==> src/rtl/fifo_reader_pkg.sv <==
// Shared definitions for the FIFO reader: reader state encoding and
// default sizing for the data path and output buffer.
package fifo_reader_pkg;

    localparam int unsigned DATA_SIZE_DEFAULT = 12;
    localparam int unsigned BUF_DEPTH_DEFAULT = 2;

    typedef enum logic [1:0] {
        IDLE   = 2'b00,
        ACTIVE = 2'b01,
        ERR    = 2'b10
    } state_t;

endpackage

==> src/rtl/fifo_reader_if.sv <==
// Bus between the FIFO reader, the FIFO it drains and the downstream consumer.
// The slave view is the reader itself; the master view is its environment.
interface fifo_reader_if
    import fifo_reader_pkg::*;
#(
    parameter int unsigned DATA_SIZE = DATA_SIZE_DEFAULT
);

    // FIFO side
    logic                 fifo_read;
    logic                 fifo_empty;
    logic                 fifo_error;
    logic [DATA_SIZE-1:0] fifo_data_out;

    // Downstream side
    logic [DATA_SIZE-1:0] data_out;
    logic                 data_valid;
    logic                 out_ready;

    modport slave (
        input  fifo_empty,
        input  fifo_error,
        input  fifo_data_out,
        input  out_ready,
        output fifo_read,
        output data_out,
        output data_valid
    );

    modport master (
        output fifo_empty,
        output fifo_error,
        output fifo_data_out,
        output out_ready,
        input  fifo_read,
        input  data_out,
        input  data_valid
    );

endinterface

==> src/rtl/skid_buffer.sv <==
// Two-entry in-order buffer between the FIFO read data and the downstream
// port. Head and valid are registers so the output never glitches.
module skid_buffer
    import fifo_reader_pkg::*;
#(
    parameter int unsigned DATA_SIZE = DATA_SIZE_DEFAULT
) (
    input  logic                 clk,
    input  logic                 reset_L,
    input  logic                 push,
    input  logic                 pop,
    input  logic [DATA_SIZE-1:0] data,
    output logic [1:0]           count,
    output logic [DATA_SIZE-1:0] head,
    output logic                 valid
);

    logic [DATA_SIZE-1:0] tail_q;
    logic [1:0]           count_d;
    logic                 do_pop;

    assign do_pop = pop && (count != 2'd0);

    // Occupancy after this edge; push and pop together leave it unchanged.
    always_comb begin
        count_d = count + {1'b0, push} - {1'b0, do_pop};
    end

    // Storage update: head is always the oldest word, tail the younger one.
    always_ff @(posedge clk or negedge reset_L) begin
        if (!reset_L) begin
            count  <= '0;
            head   <= '0;
            tail_q <= '0;
            valid  <= 1'b0;
        end else begin
            count <= count_d;
            valid <= (count_d != 2'd0);
            case ({push, do_pop})
                2'b10: begin
                    if (count == 2'd0) head   <= data;
                    else               tail_q <= data;
                end
                2'b01: begin
                    if (count == 2'd2) head <= tail_q;
                end
                2'b11: begin
                    if (count == 2'd2) begin
                        head   <= tail_q;
                        tail_q <= data;
                    end else begin
                        head <= data;
                    end
                end
                default: ;
            endcase
        end
    end

endmodule

==> src/rtl/fifo_reader.sv <==
// Drains a registered-output FIFO into a two-entry output buffer, issuing
// reads only when a buffer slot is guaranteed for the returning word.
module fifo_reader
    import fifo_reader_pkg::*;
#(
    parameter int unsigned DATA_SIZE = DATA_SIZE_DEFAULT,
    parameter int unsigned BUF_DEPTH = BUF_DEPTH_DEFAULT
) (
    input  logic                clk,
    input  logic                reset_L,
    input  logic                enable,
    input  logic                err_clear,
    fifo_reader_if.slave        bus,
    output logic                rd_error,
    output logic [15:0]         words_read
);

    // A read may issue while the slots already claimed stay below the depth.
    localparam logic [2:0] CREDIT_LIMIT = 3'(BUF_DEPTH - 1);

    state_t     state_q;
    state_t     state_d;
    logic       inflight_q;
    logic       pop;
    logic [1:0] buf_count;
    logic [2:0] credit_used;

    assign pop         = bus.data_valid && bus.out_ready;
    assign credit_used = {1'b0, buf_count} + {2'b00, inflight_q} - {2'b00, pop};
    assign bus.fifo_read = (state_q == ACTIVE) && enable && !bus.fifo_empty
                           && (credit_used <= CREDIT_LIMIT);
    assign rd_error    = (state_q == ERR);

    // Next-state selection; a FIFO error overrides every other transition.
    always_comb begin
        state_d = state_q;
        if (bus.fifo_error) begin
            state_d = ERR;
        end else begin
            unique case (state_q)
                IDLE: begin
                    if (enable && !bus.fifo_empty) state_d = ACTIVE;
                end
                ACTIVE: begin
                    if (!enable || (bus.fifo_empty && !inflight_q && buf_count == 2'd0))
                        state_d = IDLE;
                end
                ERR: begin
                    if (err_clear) state_d = IDLE;
                end
                default: state_d = IDLE;
            endcase
        end
    end

    // State, read-in-flight flag and delivered-word counter.
    always_ff @(posedge clk or negedge reset_L) begin
        if (!reset_L) begin
            state_q    <= IDLE;
            inflight_q <= 1'b0;
            words_read <= '0;
        end else begin
            state_q    <= state_d;
            inflight_q <= bus.fifo_read;
            if (pop) words_read <= words_read + 16'd1;
        end
    end

    // Word returned by last cycle's read is captured here, in any state.
    skid_buffer #(
        .DATA_SIZE (DATA_SIZE)
    ) u_skid_buffer (
        .clk     (clk),
        .reset_L (reset_L),
        .push    (inflight_q),
        .pop     (pop),
        .data    (bus.fifo_data_out),
        .count   (buf_count),
        .head    (bus.data_out),
        .valid   (bus.data_valid)
    );

endmodule

==> src/flat_wrapper.sv <==
// flat-port wrapper written by rule: the top's interface ports become plain ports
module fifo_reader_flat import fifo_reader_pkg::*;
#(
    parameter int unsigned DATA_SIZE = DATA_SIZE_DEFAULT,
    parameter int unsigned BUF_DEPTH = BUF_DEPTH_DEFAULT
)
  (clk, reset_L, enable, err_clear, rd_error, words_read, bus_fifo_empty, bus_fifo_error, bus_fifo_data_out, bus_out_ready, bus_fifo_read, bus_data_out, bus_data_valid);
  fifo_reader_if #(.DATA_SIZE(DATA_SIZE)) bus_i ();
  input  logic clk;
  input  logic reset_L;
  input  logic enable;
  input  logic err_clear;
  output logic rd_error;
  output logic [15:0] words_read;
  input wire logic [$bits(bus_i.fifo_empty)-1:0] bus_fifo_empty;
  input wire logic [$bits(bus_i.fifo_error)-1:0] bus_fifo_error;
  input wire logic [$bits(bus_i.fifo_data_out)-1:0] bus_fifo_data_out;
  input wire logic [$bits(bus_i.out_ready)-1:0] bus_out_ready;
  output wire logic [$bits(bus_i.fifo_read)-1:0] bus_fifo_read;
  output wire logic [$bits(bus_i.data_out)-1:0] bus_data_out;
  output wire logic [$bits(bus_i.data_valid)-1:0] bus_data_valid;
  assign bus_i.fifo_empty = bus_fifo_empty;
  assign bus_i.fifo_error = bus_fifo_error;
  assign bus_i.fifo_data_out = bus_fifo_data_out;
  assign bus_i.out_ready = bus_out_ready;
  assign bus_fifo_read = bus_i.fifo_read;
  assign bus_data_out = bus_i.data_out;
  assign bus_data_valid = bus_i.data_valid;
  fifo_reader #(.DATA_SIZE(DATA_SIZE), .BUF_DEPTH(BUF_DEPTH)) u_core (.clk(clk), .reset_L(reset_L), .enable(enable), .err_clear(err_clear), .bus(bus_i), .rd_error(rd_error), .words_read(words_read));
endmodule
==> config.mk <==
export PLATFORM = sky130hd
export DESIGN_NAME = fifo_reader_flat
export DESIGN_NICKNAME = d
export VERILOG_FILES = /design/src/rtl/fifo_reader_pkg.sv /design/src/rtl/fifo_reader_if.sv /design/src/rtl/skid_buffer.sv /design/src/rtl/fifo_reader.sv /design/src/flat_wrapper.sv
export SDC_FILE = /design/constraint.sdc
export NUM_CORES = 1
export LEC_CHECK = 0
export CAP_MARGIN = 20
export CELL_PAD_IN_SITES_DETAIL_PLACEMENT = 1
export CELL_PAD_IN_SITES_GLOBAL_PLACEMENT = 1
export CORE_ASPECT_RATIO = 1.1
export CORE_MARGIN = 10
export CORE_UTILIZATION = 38
export CTS_BUF_LIST = sky130_fd_sc_hd__clkbuf_8
export CTS_CLUSTER_DIAMETER = 150
export DETAILED_ROUTE_END_ITERATION = 10
export GPL_TIMING_DRIVEN = 0
export PLACE_DENSITY = 0.79
export SLEW_MARGIN = 5
export SYNTH_ARGS = -nofsm -noshare
export SYNTH_HDL_FRONTEND = slang
export SYNTH_SLANG_ARGS = --single-unit
==> constraint.sdc <==
create_clock -name clk -period 2.45 [get_ports clk]
set_input_delay 0.49 -clock clk [delete_from_list [all_inputs] [get_ports clk]]
set_output_delay 0.49 -clock clk [all_outputs]
set_load 0.005 [all_outputs]
# ---- Word level (Yosys, flattened, before mapping)
# Cells that the tools add are included.
# Widths: inputs -> output; s select.
dict set report classes {
  div 0
  n_reduce_logical 21
  order_cmp 1
  eq_ne 13
  addsub 5
  mux 12
  shift 0
  bitwise_logic 0
  n_mul 0
}
# op count
set ops {}
lappend ops {{$mux 12} 5}
lappend ops {{$pmux 12 s3} 1}
lappend ops {{$pmux 12 s2} 1}
lappend ops {{$add 16x1->16 const B} 1}
lappend ops {{$reduce_and 3->1} 3}
lappend ops {{$eq 2x2->1 const B} 4}
lappend ops {{$logic_and 1x1->1} 8}
lappend ops {{$mux 2} 4}
lappend ops {{$ne 2x2->1 const B} 3}
lappend ops {{$ne 3x2->1 const B} 2}
lappend ops {{$pmux 2 s3} 1}
lappend ops {{$reduce_bool 2->1} 3}
lappend ops {{$eq 2x1->1 const B} 2}
lappend ops {{$logic_not 2->1} 2}
lappend ops {{$add 2x1->3} 1}
lappend ops {{$le 3x1->1 const B} 1}
lappend ops {{$logic_not 1->1} 3}
lappend ops {{$ne 3x3->1 const B} 1}
lappend ops {{$reduce_bool 3->1} 1}
lappend ops {{$sub 3x1->3} 1}
lappend ops {{$add 2x1->2} 1}
lappend ops {{$ne 2x1->1 const B} 1}
lappend ops {{$sub 2x1->2} 1}
lappend ops {{$logic_or 1x1->1} 1}
dict set report word_totals {
  latch_bits 0
  input_bits 19
  out_inout_bits 31
  ram_bits 0
  regBits 46
  mem_bits_ro 0
  n_memories 0
  word_cells 59
}

# ---- Depth between registers and ports, before layout
dict set report logic_depth {
  depth_word 7
  depth_mapped 9
  ltp_nobuf 8
}

# ---- Hierarchy
# A second synthesis with hierarchy kept.
dict set report hier_totals {
  hier_cells 197
  hier_area_um2 2203.4
}
# module cells_each area_each_um2 n_inst
set modules_own_cells {}
lappend modules_own_cells {skid_buffer 117 1301.2 1}
lappend modules_own_cells {fifo_reader 80 902.1 1}

# ---- Worst setup path before layout
# OpenSTA, ideal clock, no wires.
dict set report synth_timing {
  path_type {in2out}
  from {in bus_out_ready}
  to {out bus_fifo_read}
  arrival_time_ns 1.889
  path_slack_ns 0.071
  path_stages 7
  path_buffers 0
  cell_sequence {nand2_1 -> xnor2_1 -> ha_1 -> inv_1 -> fa_1 -> nor4b_1 -> and3_1}
}
dict set report synth_via {
  elab_chain_len 4
}
# element line_no
set synth_lines {}
lappend synth_lines {{from (decl)} flat_wrapper.sv:18} ;# input wire logic [$bits(bus_i.out_ready)-1:0] bus_out_ready;
lappend synth_lines {{$logic_and 1x1->1} fifo_reader.sv:28} ;# assign pop = bus.data_valid && bus.out_ready;
lappend synth_lines {{$sub 3x1->3} fifo_reader.sv:29} ;# assign credit_used = {1'b0, buf_count} + {2'b00, inflight_q} - {2'b00, pop};
lappend synth_lines {{$le 3x1->1} fifo_reader.sv:31} ;# && (credit_used <= CREDIT_LIMIT);
lappend synth_lines {{$logic_and 1x1->1} fifo_reader.sv:31}
lappend synth_lines {{to (decl)} flat_wrapper.sv:19} ;# output wire logic [$bits(bus_i.fifo_read)-1:0] bus_fifo_read;
# No other way between the ends.

# ---- Final worst setup path
dict set report layout_timing {
  from {reg u_core.u_skid_buffer.valid}
  to {out bus_fifo_read}
}
dict set report layout_via {
  elab_chain_len 4
}
# element line_no
set layout_lines {}
lappend layout_lines {{from (decl)} skid_buffer.sv:15} ;# output logic valid
lappend layout_lines {{from (signal assigned)} skid_buffer.sv:38} ;# valid <= (count_d != 2'd0);
lappend layout_lines {{$logic_and 1x1->1} fifo_reader.sv:28}
lappend layout_lines {{$sub 3x1->3} fifo_reader.sv:29}
lappend layout_lines {{$le 3x1->1} fifo_reader.sv:31}
lappend layout_lines {{$logic_and 1x1->1} fifo_reader.sv:31}
# No other way between the ends.

==> results.yml <==
critical_path:
  critical_path_class: "reg2out"
  max_stage_delay_ns: 0.50
  crit_path_top_delay_cell: "fa_1"
  worstReg2RegEnd: "u_core.u_skid_buffer.tail_q[1]"
  crit_chain: "nand2_4 > xnor2_2 > ha_2 > inv_2 > fa_1 > nor4b_4 > and3_4 > buf_6"
  critPathLaunch: "u_core.u_skid_buffer.valid"
  crit_end: "bus_fifo_read"
  cp.arrival_ns: 2.16
  r2r_start: "u_core.u_skid_buffer.valid"
  ff2ff_path_depth: 9
  startpoint_type: "flip-flop"
  critical_path.max_fanout: 2
  r2r_slack_ns: 0.23
  required_ns: 1.96
  endpoint_kind: "output port"
cts:
  tritoncts: "yes"
  cts_made_buffers: 5
  cts-root-buf: "clkbuf_8"
  clockBufferDepth: 2
  clock-sinks: 46
  clkTransAtPathRegs_ns: 0.09
  cts-hold-fix-buffers: 0
  worstSkewPairLatency_ns: 0.30
  cts-htree-levels: 2
logic_synthesis:
  synth_commonest_cells: "dfrtp_1 (46), a32oi_1 (24), xnor2_1 (18)"
  postSynthCellCount: 190
  ys_types: 31
  synth.most_common_cell: "dfrtp_1"
  yosys_warnings: 0
  ys_ff_latch: 46
  avgSynthCellArea_sq_um: 12.30
  synth_edf_count: 0
  syn_nets: 217
  synth_area_sq_mm: 0.002337
  async_reset_ff_share_pct: 100.0
  synth_top_area_cell: "dfrtp_1"
  synth_area_leaders: "dfrtp_1 (49%), a32oi_1 (9.0%), mux2_2 (7.2%)"
  yosysTopAreaCellShare_pct: 49.25
  synth_flop_cell: "dfrtp_1"
  ys_seq_area_share_pct: 49.25
final_layout:
  fin_nets: 278
  layout-drive-gt1-share_pct: 25.00
  synthToLayoutAreaGrowth_pct: 35.17
  num_antenna_cells: 0
  fill_cells: 623
timing:
  finalWorstSetupSlack_ns: -0.1965
  setup-violations-final: 1
  period_share_pct: 108.0
  fin_skew_ns: 0.007040
  period_needed_ns: 2.646
  max-slew-margin-rel_pct: 65.58
  final-max-slew-violation-count: 0
  rsz0062_at_grt: "yes"
  finalSetupTns_ns: -0.1965
  worst_pin_slew_ns: 0.5163
  max_freq_mhz: 377.9
  hold_viol_final: 0
global_route:
  grt_pass1_wl_um: 9825
  grtUsageTotal_pct: 12.69
  grt_max_degree: 29
  antenna_found_initial: 0
  first_global_vias: 1938
  grt-ovfl-total: 0
floorplanning:
  die-area_sq_mm: 0.009691
  initial_core_util_pct: 39.76
  pin_count: 50
  coreArea_sq_mm: 0.005878
  dieHeight_um: 102.3
  die_w_um: 94.78
  core.rowCount: 29
drt:
  wl_um: 6008
  firstDrtPassIters: 4
  vias: 1786
  drt-initial-drc-count: 97
  drtAntennaViolNets: 0
  wire_per_inst_um: 18.26
  viasPerCell: 5.429
  drc: 0
worst_hold_path:
  hp-class: "in2async"
power_and_ir_drop:
  leakage_nw: 1.379
  max-vdd-ir-drop_uv: 471.7
  power_mw: 3.128
  power.density_mw_per_mm2: 990.3
run_status:
  violations: "setup timing"
  outcome: "finished with violations"
placement:
  io_buffers: 49
  place_congestion: 0.7332
  dpl.hpwl_um: 4178
job:
  cap_viol_max_count: 0
-- cell type report --
| class | instances | area (sq um) | share of cell area, % |
|---|---|---|---|
| Sequential cell | 46 | 1155 | 36.55 |
| Multi-Input combinational cell | 128 | 1147 | 36.32 |
| Timing Repair Buffer | 54 | 538.0 | 17.03 |
| Tap cell | 77 | 96.34 | 3.050 |
| Clock buffer | 6 | 82.58 | 2.614 |
| Clock inverter | 2 | 60.06 | 1.901 |
| Buffer | 9 | 53.80 | 1.703 |
| Inverter | 7 | 26.28 | 0.8317 |
-- worst min-delay path by stage --
stage                                            endpoint                   from  slack (ns)  depth (start not counted)
final                        u_core.u_skid_buffer.head[7]                reset_L        0.12                          1
after CTS                            u_core.words_read[2]                reset_L        0.13                          1
after floorplan                         u_core.inflight_q                reset_L        0.19                          0
after detailed placement  u_core.u_skid_buffer.tail_q[11]                reset_L        0.47                          1
after global placement              u_core.words_read[15]  u_core.words_read[15]        0.46                          1
after global routing      u_core.u_skid_buffer.tail_q[11]                reset_L        0.15                          1
-- power breakdown --
group          internal, mW  switching (mW)  total [mW]  leakage, nW
clock network         0.435           0.266       0.701       0.0714
logic                 0.732           0.528        1.26        0.711
registers             0.962           0.206        1.17        0.597
total                  2.13            1.00        3.13         1.38
-- per-stage QoR --
| stage | std cells | worst slack (ns) | area [sq um] | utilization (%) | hold slack (ns) |
|---|---|---|---|---|---|
| 2_1_floorplan | 190 | 0.07076 | 2337 | - | 0.1944 |
| 3_3_place_gp | 316 | -1.083 | 2924 | 49.74 | 0.4590 |
| 3_5_place_dp | 317 | -1.105 | 2939 | 50.00 | 0.4659 |
| 4_1_cts | 328 | -0.1638 | 3127 | 53.19 | 0.1347 |
| 5_1_grt | 329 | -0.2638 | 3159 | 53.75 | 0.1505 |
| 6_report | 329 | -0.1965 | 3159 | 53.75 | 0.1222 |
-- state kept, by name, summed over array words and instances (netlist names) --
name,count
u_core.u_skid_buffer.head,12
u_core.u_skid_buffer.count,2
u_core.u_skid_buffer.valid,1
u_core.state_q,2
u_core.words_read,16
u_core.u_skid_buffer.tail_q,12
u_core.inflight_q,1
-- placed cells by master (no fill, tap or decap), drive strengths merged --
cell           synthesis  final
and3                   3      3
xor2                   1      1
inv                    7      7
or2                    1      1
xnor2                 18     18
nand2                 17     17
fa                     1      1
nor2b                  2      2
nor2                   6      6
mux2                  25     25
ha                     7      7
clkdlybuf4s15          0      1
nand2b                 1      1
clkbuf                 2      8
dfrtp                 46     46
a21oi                  1      1
bufinv                 0      2
o21ai                  1      1
buf                    7     14
nor4b                  1      1
nand3                  8      8
and4                   4      4
a211oi                 1      1
a32oi                 24     24
clkdlybuf4s50          0     46
nand4                  3      3
o31ai                  1      1
a2111oi                1      1
a21o                   1      1
-- worst max-delay path: cells and delay by family, from the launching register on --
kind | cells | cell delay [ns]
XOR/XNOR | 1 | 0.11
adder cells (fa/ha/maj) | 2 | 0.69
buffers and inverters | 2 | 0.13
flip-flops | 1 | 0.42
AND/OR/NAND/NOR | 3 | 0.51
-- cell families (layout without fill, tap and decap cells) --
kind of cell | count (synthesis) | after routing | synth area share, %
XOR/XNOR | 19 | 19 | 7.120
AO/OA/AOI/OAI | 30 | 30 | 11.62
adder cells (fa/ha/maj) | 8 | 8 | 4.604
buffers and inverters | 16 | 78 | 3.373
flip-flops | 46 | 46 | 49.25
AND/OR/NAND/NOR | 46 | 46 | 10.39
multiplexers | 25 | 25 | 13.65
-- metal layers --
layer | vias up | GRT usage [%] | part of all wire, %
met5 | - | 0 | 0
met4 | 0 | 4.724 | 1.4
met3 | 5 | 3.079 | 4.1
met2 | 31 | 21.62 | 53
met1 | 929 | 15.13 | 41
li1 | 821 | - | -
-- what timing repair did --
item                                    CTS  global route
endpoints found under the setup margin   25            23
gates resized for setup                  15             7
buffers inserted                          3             1
pin swaps                                 2             2
Note: power is estimated with default switching activity, not from simulation.
